$ cat src/rtl/bin2bcd_seq.sv
// Sequential two's-complement to sign + BCD converter (double-dabble, one bit per clock); BIN2BCD_SIGNED_EN enables signed input.
// Latency: done pulses WIDTH cycles after the accepting edge; one result per WIDTH+1 cycles back-to-back.
// Backpressure: none; start is only accepted in IDLE/DONE and is dropped while busy.
module bin2bcd_seq #(
   parameter int WIDTH  = 32,
   parameter int DIGITS = 10
) (
   input  logic             clk,
   input  logic             reset,
   input  logic             start,
   input  logic [WIDTH-1:0] value,
   output logic             busy,
   output logic             done,
   output logic             sign,
   output logic [3:0]       bcd [DIGITS-1:0],
   output logic             overflow
);

   localparam int CW = $clog2(WIDTH + 1);
   localparam int AW = DIGITS * 4;

   typedef enum logic [1:0] {IDLE, CONV, DONE} state_t;

   state_t           state, state_nxt;
   logic             accept, last;
   logic [CW-1:0]    cnt;
   logic [WIDTH-1:0] mag, mag_nxt, mag_load;
   logic [AW-1:0]    acc, acc_adj, acc_nxt, bcd_q;
   logic             shift_out, ovf_sticky, ovf_final, sign_lat, sign_in;

   always_ff @(posedge clk) begin
      if (reset) state <= IDLE;
      else       state <= state_nxt;
   end

   always_comb begin
      state_nxt = state;
      accept    = 1'b0;
      busy      = 1'b0;
      done      = 1'b0;
      last      = (cnt == CW'(WIDTH - 1));
      case (state)
         IDLE: begin
            accept = start;
            if (start) state_nxt = CONV;
         end
         CONV: begin
            busy = 1'b1;
            if (last) state_nxt = DONE;
         end
         DONE: begin
            done      = 1'b1;
            accept    = start;
            state_nxt = start ? CONV : IDLE;
         end
         default: state_nxt = IDLE;
      endcase
   end

   // Magnitude is held unsigned so the most negative input negates to itself correctly.
   always_comb begin
`ifdef BIN2BCD_SIGNED_EN
      sign_in  = value[WIDTH-1];
      mag_load = sign_in ? (~value + 1'b1) : value;
`else
      sign_in  = 1'b0;
      mag_load = value;
`endif
   end

   always_comb begin
      acc_adj = acc;
      for (int i = 0; i < DIGITS; i++) begin
         if (acc[4*i +: 4] >= 4'd5) acc_adj[4*i +: 4] = acc[4*i +: 4] + 4'd3;
      end
      {shift_out, acc_nxt, mag_nxt} = {acc_adj, mag, 1'b0};
      ovf_final = ovf_sticky | shift_out;
   end

   always_ff @(posedge clk) begin
      if (reset) begin
         mag        <= '0;
         acc        <= '0;
         cnt        <= '0;
         ovf_sticky <= 1'b0;
         sign_lat   <= 1'b0;
         bcd_q      <= '0;
         sign       <= 1'b0;
         overflow   <= 1'b0;
      end else if (accept) begin
         mag        <= mag_load;
         acc        <= '0;
         cnt        <= '0;
         ovf_sticky <= 1'b0;
         sign_lat   <= sign_in;
      end else if (state == CONV) begin
         mag        <= mag_nxt;
         acc        <= acc_nxt;
         cnt        <= cnt + 1'b1;
         ovf_sticky <= ovf_final;
         // Result registers only change on the final shift, never showing partial values.
         if (last) begin
            overflow <= ovf_final;
            if (ovf_final) begin
               bcd_q <= {DIGITS{4'hE}};
               sign  <= sign_lat;
            end else begin
               bcd_q <= acc_nxt;
               sign  <= sign_lat & (|acc_nxt);
            end
         end
      end
   end

   for (genvar g = 0; g < DIGITS; g++) begin : g_bcd
      assign bcd[g] = bcd_q[4*g +: 4];
   end

endmodule

$ cat config.mk
export PLATFORM = sky130hd
export DESIGN_NAME = bin2bcd_seq
export DESIGN_NICKNAME = d
export VERILOG_FILES = /design/src/rtl/bin2bcd_seq.sv
export SDC_FILE = /design/constraint.sdc
export NUM_CORES = 1
export LEC_CHECK = 0
export ABC_AREA = 1
export BUFFER_PORTS_ARGS = -buffer_cell sky130_fd_sc_hd__buf_2
export CAP_MARGIN = 20
export CORE_ASPECT_RATIO = 1.75
export CORE_MARGIN = 2
export CORE_UTILIZATION = 47
export DETAILED_ROUTE_END_ITERATION = 16
export PLACE_DENSITY_LB_ADDON = 0.08
export SYNTH_ARGS = -nofsm -noshare
export SYNTH_HDL_FRONTEND = slang
export SYNTH_SLANG_ARGS = --single-unit
$ cat constraint.sdc
create_clock -name clk -period 1.69 [get_ports clk]
set_clock_uncertainty 0.1 [all_clocks]
set_input_delay 0.338 -clock clk [delete_from_list [all_inputs] [get_ports clk]]
set_output_delay 0.338 -clock clk [all_outputs]
set_load 0.005 [all_outputs]
==> impl_metrics.py <==
metrics = {
    "outcome": {
        "status": "complete, no violations",
    },
    "place": {
        "place_congestion": 0.850,
        "io_buffers": 77,
        "hpwl_um": 10300,
        "dpl_worst_slack_ns": -0.00629,
        "placed_cell_area_um2": 6570,
    },
    "sta": {
        "setup_ws_ns": 0.0641,
        "fmax_ghz": 0.615,
        "maxSlewViolCount": 0,
        "post-route-period-util_pct": 96.2,
        "rsz0062_at_grt": "true",
        "setup_violations": 0,
        "fin_crit_ns": 1.63,
        "hold_viol_final": 0,
    },
    "pwr": {
        "p_total_mw": 7.48,
        "leakagePower_nw": 3.39,
        "p_per_area_nw_per_um2": 1020,
        "peakVddDrop_uv": 755,
    },
    "layout": {
        "num_antenna_cells": 0,
        "design_area_um2": 7330,
        "syn2layout_area_growth_pct": 24.3,
        "layout-drive-gt1-share_pct": 26.1,
        "fill_cells": 1155,
        "final_common_cell": "nand2_1",
        "final_cell_mix": "nand2_1, dfxtp_1, o21ai_0, inv_1, buf_2",
        "num-nets-final": 928,
    },
    "drt": {
        "drtAntennaViolNets": 0,
        "drtIter0Drc": 238,
        "via_count": 5335,
        "viasPerCell": 5.07,
        "avgRoutedWirePerCell_um": 14.1,
        "drt-total-wl_um": 14800,
        "drc_errors": 0,
        "dr.pass1.iters": 5,
    },
    "worst_setup_path": {
        "r2r_setup_slack_ns": 0.08,
        "worstPathArrival_ns": 1.19,
        "slowest_stage": "dfxtp_2",
        "required_ns": 1.25,
        "startpoint_type": "flop",
        "cp_max_fo": 3,
        "critical-path-max-stage-delay_ns": 0.37,
        "path_cells": "inv_2 -> nor2_4 -> buf_2",
        "endpoint_kind": "primary output",
        "crit_type": "reg2out",
    },
    "run": {
        "cap_violations": 0,
    },
    "global_routing": {
        "antenna_found_initial": 0,
        "grt_max_degree": 40,
        "track_usage_pct": 22.4,
        "grt_pass1_wl_um": 23600,
        "grt_pass1_vias": 5148,
        "grt_overflow": 0,
    },
    "synthesis": {
        "synthFlopType": "dfxtp_1",
        "synth_area_leaders": "dfxtp_1, o21ai_0, nand2_1",
        "ys.warnings.count": 0,
        "synth_edf_count": 0,
        "ys_async_sr_fraction_pct": 0,
        "synth.ff_latch_count": 122,
        "synth_top_cell_area_share_pct": 41.4,
        "synth_nets": 826,
        "synthCells": 770,
        "ys_seq_area_share_pct": 41.4,
        "synth_top_area_cell": "dfxtp_1",
        "synthDistinctLibCells": 36,
        "synth_area_um2": 5890,
        "syn_area_per_cell_um2": 7.66,
    },
    "clocking": {
        "tritoncts": "yes",
        "htreeDepth": 4,
        "clk_path_buf_depth": 2,
        "cts.sinks": 122,
        "path_clk_slew_ns": 0.05,
        "cts_root_buf": "clkbuf_16",
        "cts_buffers": 17,
        "clock_latency_ns": 0.42,
    },
    "floorplanning": {
        "fp-row-count": 54,
        "die_y_um": 152,
        "die_area_um2": 13500,
        "start_util_pct": 47.7,
        "num_io_pins": 79,
        "die_x_um": 88.7,
        "coreArea_um2": 12400,
    },
    "min_path": {
        "hold_class": "in2reg",
    },
}
## final timing paths
check / start / end / depth (start not counted)
worst max-delay path: state[0] / busy / 3
worst min-delay path: value[22] / mag[22] / 3
worst max register to register: acc[36] / ovf_sticky / 11
worst min register to register: bcd[24] / bcd[24] / 2
## sequential cells by signal, summed over array words and instances (netlist names)
signal and cells:
mag 32, ovf_sticky 1, bcd 40, cnt 6
state 2, overflow 1, acc 40
## metal layers
layer / routed length [um] / track usage (%) / part of all wire [%]
met2: 7790 / 40.1 / 53
met1: 5990 / 23.8 / 40
met3: 629 / 6.28 / 4.3
met5: 0 / 0 / 0
met4: 380 / 8.87 / 2.6
## critical path, delay by kind of cell, from the launching register on
family / cells / cell delay [ns]
simple gates: 1 / 0.18
buf+inv: 2 / 0.23
flops: 1 / 0.37
## cells in the mapped netlist (all sizes together), types with 5 or more instances
library cell / count
nand2: 138
o21ai: 129
dfxtp: 122
inv: 103
a21oi: 97
nor2: 49
buf: 32
nand3: 31
ha: 21
xor2: 10
clkbuf: 8
a211oi: 7
o211ai: 7
a221oi: 5
## report_power, final
group          switching (mW)  internal [mW]
sequential             0.0840           3.02
combinational           0.580          0.355
clock                    1.23           2.22
total                    1.89           5.59
## layout make-up
cell class / instances / area (um2) / area share, %
clock buffer: 22 / 464 / 6.33
inverter: 104 / 395 / 5.39
timing repair buffer: 123 / 820 / 11.2
clock inverter: 9 / 97.6 / 1.33
multi-input combinational: 504 / 2900 / 39.5
sequential: 122 / 2450 / 33.4
tap: 168 / 210 / 2.87
## metrics by stage
| step | cells | TNS [ns] | util [%] | hold WS [ns] |
|---|---|---|---|---|
| 2_1_floorplan | 770 | 0 | - | 0.335 |
| 6_report | 1052 | 0 | 59.3 | 0.0672 |
| 5_1_grt | 1052 | -0.0510 | 59.3 | 0.0609 |
| 3_3_place_gp | 1008 | 0 | 53.1 | 0.343 |
| 4_1_cts | 1045 | 0 | 58.1 | 0.0546 |
| 3_5_place_dp | 1008 | -0.0258 | 53.1 | 0.353 |
## cells by family (layout without fill, tap and decap cells)
group	Yosys count	in the layout	share of synthesized area (%)
other	1	1	0.0636
AOI/OAI and AO/OA	250	250	24.8
xor gates and xnor gates	10	10	1.49
DFF	122	122	41.4
buffers and inverters	144	258	11.1
and+or+nand+nor	222	222	16.7
adders and majority gates	21	21	4.46
## what timing repair did
| item | 4_1_cts | 5_1_grt |
|---|---|---|
| setup endpoints to repair | 27 | 49 |
| hold buffers | 0 | 0 |
| pin swaps | 2 | 7 |
| buffers inserted | 6 | 6 |
| cloned | 0 | 1 |
| resized for setup | 4 | 32 |
Power figures use the tool's default switching activity.
